## src/rtl/seg_pkg.sv

```systemverilog
// Shared constants for the seven-segment scan driver: digit count, glyph
// patterns (gfedcba, active-high) and idle levels for the seg/dig buses.
package seg_pkg;

  localparam int NUM_DIGITS = 8;

  localparam logic [6:0] GLYPH_0 = 7'h3F;
  localparam logic [6:0] GLYPH_1 = 7'h06;
  localparam logic [6:0] GLYPH_2 = 7'h5B;
  localparam logic [6:0] GLYPH_3 = 7'h4F;
  localparam logic [6:0] GLYPH_4 = 7'h66;
  localparam logic [6:0] GLYPH_5 = 7'h6D;
  localparam logic [6:0] GLYPH_6 = 7'h7D;
  localparam logic [6:0] GLYPH_7 = 7'h07;
  localparam logic [6:0] GLYPH_8 = 7'h7F;
  localparam logic [6:0] GLYPH_9 = 7'h6F;
  localparam logic [6:0] GLYPH_A = 7'h77;
  localparam logic [6:0] GLYPH_B = 7'h7C;
  localparam logic [6:0] GLYPH_C = 7'h39;
  localparam logic [6:0] GLYPH_D = 7'h5E;
  localparam logic [6:0] GLYPH_E = 7'h79;
  localparam logic [6:0] GLYPH_F = 7'h71;

  localparam logic [7:0] DIG_OFF = 8'hFF;
  localparam logic [7:0] SEG_OFF = 8'h00;

endpackage

```

## src/rtl/seg_decoder.sv

```systemverilog
// Hex code to seven-segment glyph (gfedcba), purely combinational.
module seg_decoder
  import seg_pkg::*;
(
  input  logic [3:0] code,
  output logic [6:0] glyph
);

  always_comb begin
    glyph = GLYPH_0;
    case (code)
      4'h0: glyph = GLYPH_0;
      4'h1: glyph = GLYPH_1;
      4'h2: glyph = GLYPH_2;
      4'h3: glyph = GLYPH_3;
      4'h4: glyph = GLYPH_4;
      4'h5: glyph = GLYPH_5;
      4'h6: glyph = GLYPH_6;
      4'h7: glyph = GLYPH_7;
      4'h8: glyph = GLYPH_8;
      4'h9: glyph = GLYPH_9;
      4'hA: glyph = GLYPH_A;
      4'hB: glyph = GLYPH_B;
      4'hC: glyph = GLYPH_C;
      4'hD: glyph = GLYPH_D;
      4'hE: glyph = GLYPH_E;
      4'hF: glyph = GLYPH_F;
      default: glyph = GLYPH_0;
    endcase
  end

endmodule

```

## src/rtl/seg_scan_driver.sv

```systemverilog
// Eight-digit multiplexed seven-segment driver with frame-aligned updates,
// per-digit blank/blink/dp masks and a dead cycle at every digit change.
module seg_scan_driver
  import seg_pkg::*;
#(
  parameter int SCAN_DIV     = 1000,
  parameter int BLINK_FRAMES = 64
) (
  input  logic        clk,
  input  logic        rst,
  input  logic        en,
  input  logic        load,
  input  logic [31:0] digits,
  input  logic [7:0]  dp_mask,
  input  logic [7:0]  blank_mask,
  input  logic [7:0]  blink_mask,
  output logic [7:0]  seg,
  output logic [7:0]  dig,
  output logic        frame_done
);

  localparam int CW = (SCAN_DIV > 2) ? $clog2(SCAN_DIV) : 1;
  localparam int BW = (BLINK_FRAMES > 2) ? $clog2(BLINK_FRAMES) : 1;
  localparam logic [CW-1:0] CNT_LAST = CW'(SCAN_DIV - 1);
  localparam logic [CW-1:0] CNT_PRE  = CW'(SCAN_DIV - 2);
  localparam logic [BW-1:0] BLK_LAST = BW'(BLINK_FRAMES - 1);

  logic [CW-1:0] cnt;
  logic [2:0]    idx;
  logic [BW-1:0] blink_cnt;
  logic          blink_ph;
  logic          pending;

  logic [31:0] st_digits, sh_digits;
  logic [7:0]  st_dp, st_blank, st_blink;
  logic [7:0]  sh_dp, sh_blank, sh_blink;

  logic [3:0] cur_code;
  logic [6:0] cur_glyph;
  logic       visible;
  logic       wrap;

  assign cur_code = sh_digits[{idx, 2'b00} +: 4];
  assign visible  = !sh_blank[idx] && !(sh_blink[idx] && blink_ph);
  assign wrap     = (idx == 3'd7) && (cnt == CNT_LAST);

  seg_decoder u_dec (
    .code  (cur_code),
    .glyph (cur_glyph)
  );

  always_ff @(posedge clk) begin
    if (!rst) begin
      cnt        <= '0;
      idx        <= '0;
      blink_cnt  <= '0;
      blink_ph   <= 1'b0;
      pending    <= 1'b0;
      st_digits  <= '0;
      st_dp      <= '0;
      st_blank   <= '0;
      st_blink   <= '0;
      sh_digits  <= '0;
      sh_dp      <= '0;
      sh_blank   <= '0;
      sh_blink   <= '0;
      dig        <= DIG_OFF;
      seg        <= SEG_OFF;
      frame_done <= 1'b0;
    end else begin
      if (load) begin
        st_digits <= digits;
        st_dp     <= dp_mask;
        st_blank  <= blank_mask;
        st_blink  <= blink_mask;
        pending   <= 1'b1;
      end
      if (!en) begin
        cnt        <= '0;
        idx        <= '0;
        blink_cnt  <= '0;
        blink_ph   <= 1'b0;
        dig        <= DIG_OFF;
        seg        <= SEG_OFF;
        frame_done <= 1'b0;
      end else begin
        // Look one cycle ahead so the pulse lines up with the wrap cycle itself.
        frame_done <= (idx == 3'd7) && (cnt == CNT_PRE);
        if (cnt == '0 || !visible) begin
          dig <= DIG_OFF;
          seg <= SEG_OFF;
        end else begin
          dig <= ~(8'b1 << idx);
          seg <= {sh_dp[idx], cur_glyph};
        end
        if (cnt == CNT_LAST) begin
          cnt <= '0;
          idx <= idx + 3'd1;
        end else begin
          cnt <= cnt + CW'(1);
        end
        if (wrap) begin
          // A load on the wrap cycle itself bypasses the staging registers.
          if (load || pending) begin
            sh_digits <= load ? digits     : st_digits;
            sh_dp     <= load ? dp_mask    : st_dp;
            sh_blank  <= load ? blank_mask : st_blank;
            sh_blink  <= load ? blink_mask : st_blink;
            pending   <= 1'b0;
          end
          if (blink_cnt == BLK_LAST) begin
            blink_cnt <= '0;
            blink_ph  <= ~blink_ph;
          end else begin
            blink_cnt <= blink_cnt + BW'(1);
          end
        end
      end
    end
  end

endmodule
```

## config.mk

```make
export PLATFORM = sky130hd
export DESIGN_NAME = seg_scan_driver
export DESIGN_NICKNAME = d
export VERILOG_FILES = /design/src/rtl/seg_pkg.sv /design/src/rtl/seg_decoder.sv /design/src/rtl/seg_scan_driver.sv
export SDC_FILE = /design/constraint.sdc
export NUM_CORES = 1
export LEC_CHECK = 0
export CORE_MARGIN = 2
export CORE_UTILIZATION = 50
export DETAILED_ROUTE_END_ITERATION = 8
export PLACE_DENSITY = 0.78
export SETUP_SLACK_MARGIN = 0.15
export SYNTH_ARGS = -nofsm -noshare
export SYNTH_HDL_FRONTEND = slang
export SYNTH_SLANG_ARGS = --single-unit
```

## constraint.sdc

```tcl
create_clock -name clk -period 2.7 [get_ports clk]
set_input_delay 0.405 -clock clk [delete_from_list [all_inputs] [get_ports clk]]
set_output_delay 0.405 -clock clk [all_outputs]
set_load 0.01 [all_outputs]
```

; ---- Yosys cells after proc, flatten, opt, wreduce, memory -nomap -nowiden
; Memories as Yosys holds them, arrays and structs flattened. A register that Yosys moved wholly into a read port is not among the register bits.
; Index checks and enable logic that the tools add are counted.
[totals]
n_memories = 1
regBits = 150
out_inout_bits = 17
mem_bits_ro = 112
elab_cells = 61
inputBits = 60
[op_classes]
magnitude_cmp = 1
n_addsub = 3
bitwise = 4
shifts = 2
eq_ne = 4
reduce_logical = 15
n_mux = 15
[memory_table]
columns = name, depth, word_bits, read_ports, rd_clocked_by_memory_dff, wr, line
row1 = (name not given), 16, 7, 1, 1, 0, seg_decoder.sv:11  ; case (code)
[ops]
columns = cell, count
row1 = two-way mux 32 bit, 1
row2 = indexed part select 32 x 6 -> 4 bit, 1
row3 = two-way mux 8 bit, 3
row4 = "equality test 10 bit, second input constant", 2
row5 = "adder 10 x 1 -> 10 bit, second input constant", 1
row6 = zero test 10 bit, 1
row7 = binary-select mux 1 bit (select 3 bit), 3
row8 = NOT 8 bit, 1
row9 = "<< shifter 1 x 3 -> 8 bit, first input constant", 1
row10 = two-way mux 1 bit, 7
row11 = "adder 6 x 1 -> 6 bit, second input constant", 1
row12 = "equality test 6 bit, second input constant", 1
row13 = two-way mux 6 bit, 1
row14 = OR reduction 3 bit, 2
row15 = logical AND 1 bit, 4
row16 = "< comparator 3 x 4 -> 1 bit, second input constant", 1
row17 = AND reduction 2 bit, 2
row18 = "adder 3 x 1 -> 3 bit, second input constant", 1
row19 = "equality test 3 bit, second input constant", 1
row20 = zero test 1 bit, 3
row21 = NOT 1 bit, 3
row22 = AND reduction 3 bit, 1
row23 = logical OR 1 bit, 2

; ---- Longest topological paths before layout
; Gate-level depths: netlist (run 1).
[depth]
word_depth = 8
depth_mapped = 11
ltp_nobuf = 9

; ---- Modules after synthesis
; A second synthesis (run 1) with hierarchy kept.
[hier_totals]
hier_cells = 602
area_unflattened_um2 = 6229.7
[modules_own_cells]
columns = mod, area_each_um2, cells_per_inst, instances
row1 = seg_scan_driver, 5941.9, 569, 1
row2 = seg_decoder, 287.8, 33, 1

; ---- Worst setup path before layout (run 1)
; No wires, ideal clock.
[synth_path]
path_type = reg2reg
from = register idx[0]
to = register seg[4]
setup_slack_ps = 350
setup_time_ps = 114
path_stages_with_launch = 9
arrival_time_ps = 2236
t_required_ps = 2586
path_cell_list = dfxtp_1 > buf_2 > buf_2 > mux4_2 > nand2_1 > and2_1 > inv_1 > ha_1 > a2111oi_0
[synth_between]
elab_chain_len = 8
elab_cells_between_ends = 12
classes_between = shift: 1 / mux: 4 / reduce/logical: 7
[synth_lines]
columns = element, line
row1 = from (decl), seg_scan_driver.sv:29  ; logic [2:0] idx;
row2 = from (signal assigned), seg_scan_driver.sv:98  ; idx <= idx + 3'd1;
row3 = binary-select mux 1 bit (select 3 bit), seg_scan_driver.sv:44  ; assign visible = !sh_blank[idx] && !(sh_blink[idx] && blink_ph);
row4 = two-way mux 1 bit (not written as such), seg_scan_driver.sv:44
row5 = logical AND 1 bit, seg_scan_driver.sv:44
row6 = zero test 1 bit, seg_scan_driver.sv:44
row7 = logical AND 1 bit, seg_scan_driver.sv:44
row8 = zero test 1 bit, seg_scan_driver.sv:89  ; if (cnt == '0 || !visible) begin
row9 = logical OR 1 bit, seg_scan_driver.sv:89
row10 = OR reduction 3 bit (no source line), n/a
row11 = to (decl), seg_scan_driver.sv:17  ; output logic [7:0] seg,
; Parallel ways exist; a longest one is shown, timed or not. The select of a mux whose other input is x is not followed.
; A chain may end at the register's enable or synchronous reset.

; ---- Worst setup path after layout (run 1)
[layout_path]
from = register idx[1]
to = register seg[4]
; Same word-level chain as after synthesis.

==> run_results.csv, run 1 <==
group,metric,value,unit
worst_setup_path,cp.arrival,2.62,ns
final_layout,nets,727,
worst_setup_path,crit_required,2.98,ns
sta,period_share,86.75,%
clock_network,cts-root-buf,"clkbuf_16",
die,ios,77,
worst_setup_path,r2r_end,"seg[4]$_SDFF_PP0_",
clock_network,clk_pin_slew,0.06,ns
worst_setup_path,cp-start-kind,"register",
routing,wl_per_cell,15.97,µm
routing,dr.pass1.iters,5,
global_routing,grt_overflow_total,0,
worst_setup_path,reg2reg_slack,0.36,ns
sta,hold_viol,0,
clock_network,cts_num_sinks,150,
sta,skew,0.006679,ns
final_layout,layout-drive-gt1-share,14.48,%
worst_setup_path,crit_family,"flip-flops",
power_and_ir_drop,total_power,4.965,mW
sta,min_period,2.342,ns
worst_setup_path,reg2regPathDepth,7,
clock_network,post_cts_buffers,0,
clock_network,cts_buffers,17,
worst_setup_path,crit_path_top_delay_cell,"dfxtp_1",
power_and_ir_drop,power.density,651.5,nW/µm²
place,gp_congestion,0.8468,
yosys,synthFlopType,"dfxtp_1",
clock_network,cts_buffer_depth,2,
worst_setup_path,max_stage_delay,0.54,ns
sta,worst_slew_pin_slew,0.6584,ns
place,dp_hpwl,8.821,mm
final_layout,diodes,0,
worst_setup_path,critPathBufInv,2,
sta,setup-tns-final,0,ns
run_status,status,"finished, final reports clean",
die,core,12010,µm²
final_layout,layout-area-overhead-vs-synth,23.95,%
yosys,avgSynthCellArea,10.51,µm²
clock_network,htree_levels,4,
die,num_rows,40,
place,portBuffers,76,
die,die_h,114.9,µm
global_routing,grt_usage,21.06,%
worst_setup_path,worstPathMaxFanout,7,
yosys,ys_ff_latch,150,
yosys,synthDistinctLibCells,41,
flow_run,drv_cap,0,
power_and_ir_drop,ir_worst_vdd,451.3,µV
routing,drtIter0Drc,300,
routing,vias_per_cell,5.553,
sta,slew_violations,0,
final_layout,final_cell_mix,"149 x dfxtp_1, 82 x nor2_1, 74 x clkdlybuf4s50_1",
die,fp.dieArea,13200,µm²
worst_setup_path,worstSetupPathType,"reg2reg",
sta,setup-violations-final,0,
worst_setup_path,endpoint_kind,"register",
worst_setup_path,crit_chain,"buf_4 -> mux4_2 -> nand2_1 -> and2_1 -> inv_1 -> ha_1 -> a2111oi_0",
yosys,synth.cell_area,6148,µm²
yosys,ys_async_sr_fraction,0,%
die,start_util,51.19,%
worst_setup_path,r2r-start,"idx[1]$_SDFFE_PN0N_",
final_layout,final_common_cell,"dfxtp_1",
final_layout,fillers,952,
clock_network,clk_latency,0.41,ns
final_layout,multi_input_area,2887,µm²
power_and_ir_drop,power.leakage,3.009,nW
final_layout,seqCellArea,3007,µm²
clock_network,cts_tree,"built",
routing,num_vias,4498,
routing,ant_nets,0,
yosys,netlist_instances,585,
sta,relSlewSlack,55.77,%
sta,rsz0062_at_grt,"no",
hold_path,min_path_type,"reg2reg",
routing,drc,0,
global_routing,grt_max_degree,65,
routing,finalWirelength,12.94,mm
global_routing,grt_pass1_vias,4429,
die,die_w,114.9,µm
global_routing,antenna_found_initial,0,
yosys,seq_area_frac_synth,48.84,%
yosys,synth_edf_count,0,
hold_path,min_path_cells,1,
sta,fmax,0.4269,GHz
hold_path,worstHoldStart,"cnt[0]$_SDFF_PP0_",
hold_path,worst_hold_path.endpoint,"cnt[0]$_SDFF_PP0_",
yosys,yosys_warnings,0,
global_routing,grt_pass1_wl,21.68,mm
yosys,syn_nets,662,
-- per-stage QoR --
stage / cells / worst slack, ns / cell area (µm²) / hold WS [ns] / utilization, %
floorplan: 585 / 0.3500 / 6148 / 0.4256 / -
global placement: 778 / 0.3174 / 7014 / 0.4379 / 58.40
detailed placement: 778 / 0.1851 / 7014 / 0.4547 / 58.40
CTS: 810 / 0.1506 / 7617 / 0.4680 / 63.42
global route: 810 / 0.2146 / 7621 / 0.4872 / 63.45
finish: 810 / 0.3577 / 7621 / 0.4696 / 63.45
-- metal layers --
layer  routed length [µm]  global-route usage [%]  share of wire (%)  up-vias
met5                    0                       0                  0        -
met4                  146                   8.032                1.1        0
met3                  528                   5.957                4.1       12
met2                 6590                   34.90                 51       98
met1                 5672                   26.19                 44     2175
li1                     -                       -                  -     2213
-- cells in the mapped netlist, types with 2 or more instances --
cell	count	share of area (%)
dfxtp_1	150	49
nor2_1	82	5.0
mux2i_1	65	11
nand3_1	65	5.3
o31ai_1	32	3.9
o31ai_2	24	4.9
clkbuf_1	19	1.2
nand2_1	18	1.1
ha_1	17	3.5
mux4_2	14	5.1
buf_2	13	1.1
inv_1	10	0.61
buf_1	9	0.55
xor2_1	8	1.1
xnor2_1	7	1.0
a21oi_1	6	0.49
nor3_1	6	0.49
and2_1	5	0.51
buf_6	5	0.92
nand4_1	5	0.51
nor2b_1	2	0.20
o21ai_0	2	0.16
o221a_2	2	0.37
or2_2	2	0.20
-- what timing repair did --
item,4_1_cts,5_1_grt
hold buffers,0,0
setup endpoints to repair,0,17
gates resized for setup,0,2
-- state kept, by name (all words and copies together), names as in the netlist --
signal,cells
sh_dp,8
blink_cnt,6
sh_blink,8
dig,8
idx,3
frame_done,1
st_blink,8
pending,1
sh_blank,8
seg,8
st_dp,8
cnt,10
st_blank,8
blink_ph,1
st_digits,32
sh_digits,32
-- power breakdown --
| part | leakage (nW) | internal [mW] | switching [mW] |
|---|---|---|---|
| Combinational | 1.49 | 0.144 | 0.156 |
| Sequential | 1.22 | 2.27 | 0.0167 |
| Clock | 0.294 | 1.52 | 0.857 |
-- area by class of cell --
cell class | instances | share of cell area, %
clock inverter | 8 | 1.593
timing repair buffer | 92 | 11.79
inverter | 11 | 0.5582
multi-input combinational | 378 | 37.88
tap | 147 | 2.413
sequential | 150 | 39.45
clock buffer | 24 | 6.321
-- how the worst max path moves through the flow --
stage,from,end,slack (ns),cells past startpoint
after floorplan,idx[0]$_SDFFE_PN0N_,seg[4]$_SDFF_PP0_,0.35,8
after global placement,idx[0]$_SDFFE_PN0N_,seg[5]$_SDFF_PP0_,0.32,6
after detailed placement,idx[0]$_SDFFE_PN0N_,seg[4]$_SDFF_PP0_,0.19,8
after CTS,idx[0]$_SDFFE_PN0N_,seg[4]$_SDFF_PP0_,0.15,8
after global routing,idx[1]$_SDFFE_PN0N_,seg[4]$_SDFF_PP0_,0.21,4
final,idx[1]$_SDFFE_PN0N_,seg[4]$_SDFF_PP0_,0.36,7
-- cell families after synthesis --
group	count (synthesis)	synth area share, %
xor gates and xnor gates	15	2.137
and+or+nand+nor	193	14.51
muxes	80	15.93
adders and majority gates	17	3.459
AOI/OAI and AO/OA	73	10.77
buffers and inverters	57	4.355
DFF	150	48.84
Note: power is estimated with default switching activity, not from simulation.
==> run 2, diff against run 1 <==
Settings changed: CELL_PAD_IN_SITES_DETAIL_PLACEMENT from default to 0, CELL_PAD_IN_SITES_GLOBAL_PLACEMENT from default to 1, CORE_UTILIZATION 50 to 43, PLACE_DENSITY 0.78 to 0.84.
==> run_results.csv, run 2 (synthesis results as in run 1) <==
group,metric,value,unit
clock_network,hold_buffers,0,
sta,rsz0062_at_grt,"no",
global_routing,grt_usage,19.05,%
sta,fmax,0.4301,GHz
worst_setup_path,worstSetupPathType,"reg2reg",
final_layout,largest_registers,"sh_digits x32, st_digits x32, cnt x10",
clock_network,cts_num_sinks,150,
die,fp.dieArea,15270,µm²
place,dp_slack,0.4065,ns
power_and_ir_drop,power.leakage,3.011,nW
place,portBuffers,76,
clock_network,htree_levels,4,
routing,drc,0,
clock_network,clk_latency,0.42,ns
clock_network,cts_tree,"built",
global_routing,grt_overflow_total,0,
final_layout,final_common_cell,"dfxtp_1",
sta,setup-tns-final,0,ns
sta,period_share,86.12,%
final_layout,fin_cells,840,
clock_network,post_cts_buffers,0,
worst_setup_path,endpoint_kind,"register",
worst_setup_path,cp-start-kind,"register",
sta,slew_violations,0,
sta,worst_slack,0.3748,ns
clock_network,cts_buffer_depth,2,
global_routing,grt_pass1_vias,4472,
final_layout,fillers,1190,
final_layout,nets,724,
sta,setup-violations-final,0,
clock_network,clk_pin_slew,0.06,ns
sta,relSlewSlack,51.57,%
routing,wl_per_cell,16.30,µm
worst_setup_path,crit_required,3.00,ns
clock_network,cts_resized,0,
final_layout,final_area,7695,µm²
hold_path,min_path_type,"in2reg",
routing,finalWirelength,13.69,mm
die,core,13930,µm²
worst_setup_path,cp.arrival,2.62,ns
routing,ant_nets,0,
final_layout,layout-drive-gt1-share,14.09,%
sta,hold_viol,0,
routing,vias_per_cell,5.431,
global_routing,antenna_found_initial,0,
place,dp_hpwl,9.353,mm
routing,drtIter0Drc,335,
sta,min_period,2.325,ns
final_layout,diodes,0,
sta,skew,0.007970,ns
clock_network,cts_buffers,17,
place,gp_congestion,0.8518,
final_layout,layout-area-overhead-vs-synth,25.15,%
routing,num_vias,4562,
power_and_ir_drop,power.density,665.8,nW/µm²
routing,dr.pass1.iters,4,
die,ios,77,
place,dp_cells,808,
die,die_h,123.6,µm
place,dpl_cell_area,7058,µm²
final_layout,multi_input_area,2887,µm²
sta,worst_slew_pin_slew,0.7208,ns
run_status,status,"finished, final reports clean",
final_layout,seqCellArea,3003,µm²
global_routing,grt_pass1_wl,22.41,mm
final_layout,final_cell_mix,"150 x dfxtp_1, 82 x nor2_1, 74 x clkdlybuf4s50_1",
die,die_w,123.6,µm
worst_setup_path,worstPathMaxFanout,8,
clock_network,cts-root-buf,"clkbuf_16",
flow_run,drv_cap,0,
die,num_rows,43,
die,start_util,44.12,%
global_routing,grt_max_degree,62,
power_and_ir_drop,ir_worst_vdd,447.0,µV
[run 2: cell types whose count changed in the layout (fill, tap and decap cells not counted)]
cell,delta
clkinv_4,-1
dfxtp_1,+1
clkbuf_1,-1
bufinv_16,+2
inv_6,+2
dfxtp_4,-1
buf_4,-5
clkinv_2,-1
clkbuf_8,-3
clkinvlp_4,+2
buf_12,+2
[run 2: cell type report]
type,count,area share [%]
multi-input combinational,378,37.51
inverter,11,0.5528
clock buffer,20,5.675
timing repair buffer,89,11.71
sequential,150,39.02
tap,180,2.927
clock inverter,12,2.602
[run 2: per-stage QoR]
step / hold WS, ns / total power [mW] / utilization [%]
floorplan: 0.4256 / 2.489 / -
global placement: 0.4416 / 2.628 / 50.65
detailed placement: 0.4626 / 2.638 / 50.65
CTS: 0.4209 / 5.181 / 55.22
global route: 0.4524 / 5.292 / 55.22
finish: 0.4420 / 5.123 / 55.22
[run 2: metal layers]
layer  vias up  track usage, %  wire (µm)
met2       106           31.35       6533
met1      2232           24.38       6311
li1       2203               -          -
met5         -               0          0
met3        21           4.670        609
met4         0           6.818        233
[run 2: path summary, 6_finish.rpt]
kind                              start                    endpoint  slack, ns  depth (start not counted)
max                 idx[0]$_SDFFE_PN0N_           seg[4]$_SDFF_PP0_       0.37                          7
min                                load         st_dp[7]$_SDFF_PN0_       0.44                          3
max reg2reg         idx[0]$_SDFFE_PN0N_           seg[4]$_SDFF_PP0_       0.37                          7
min reg2reg  sh_digits[31]$_SDFFE_PN0P_  sh_digits[31]$_SDFFE_PN0P_       0.48                          2
[run 2: worst max-delay path, cell delays in order (launching register included)]
cell and delay, ns:
dfxtp_1 0.39, buf_4 0.22, mux4_2 0.52, nand2_1 0.07, and2_1 0.24, inv_1 0.12
ha_1 0.27, a2111oi_0 0.36
[run 2: power by group]
| part | internal (mW) | switching (mW) |
|---|---|---|
| combinational | 0.145 | 0.158 |
| clock | 1.64 | 0.894 |
| sequential | 2.27 | 0.0166 |
| total | 4.05 | 1.07 |
==> run 3, diff against run 2 <==
Settings changed: GPL_ROUTABILITY_DRIVEN from default to 0.
==> results of run 3 <==
No change in the layout: final DEF, timing and power equal those of run 2.
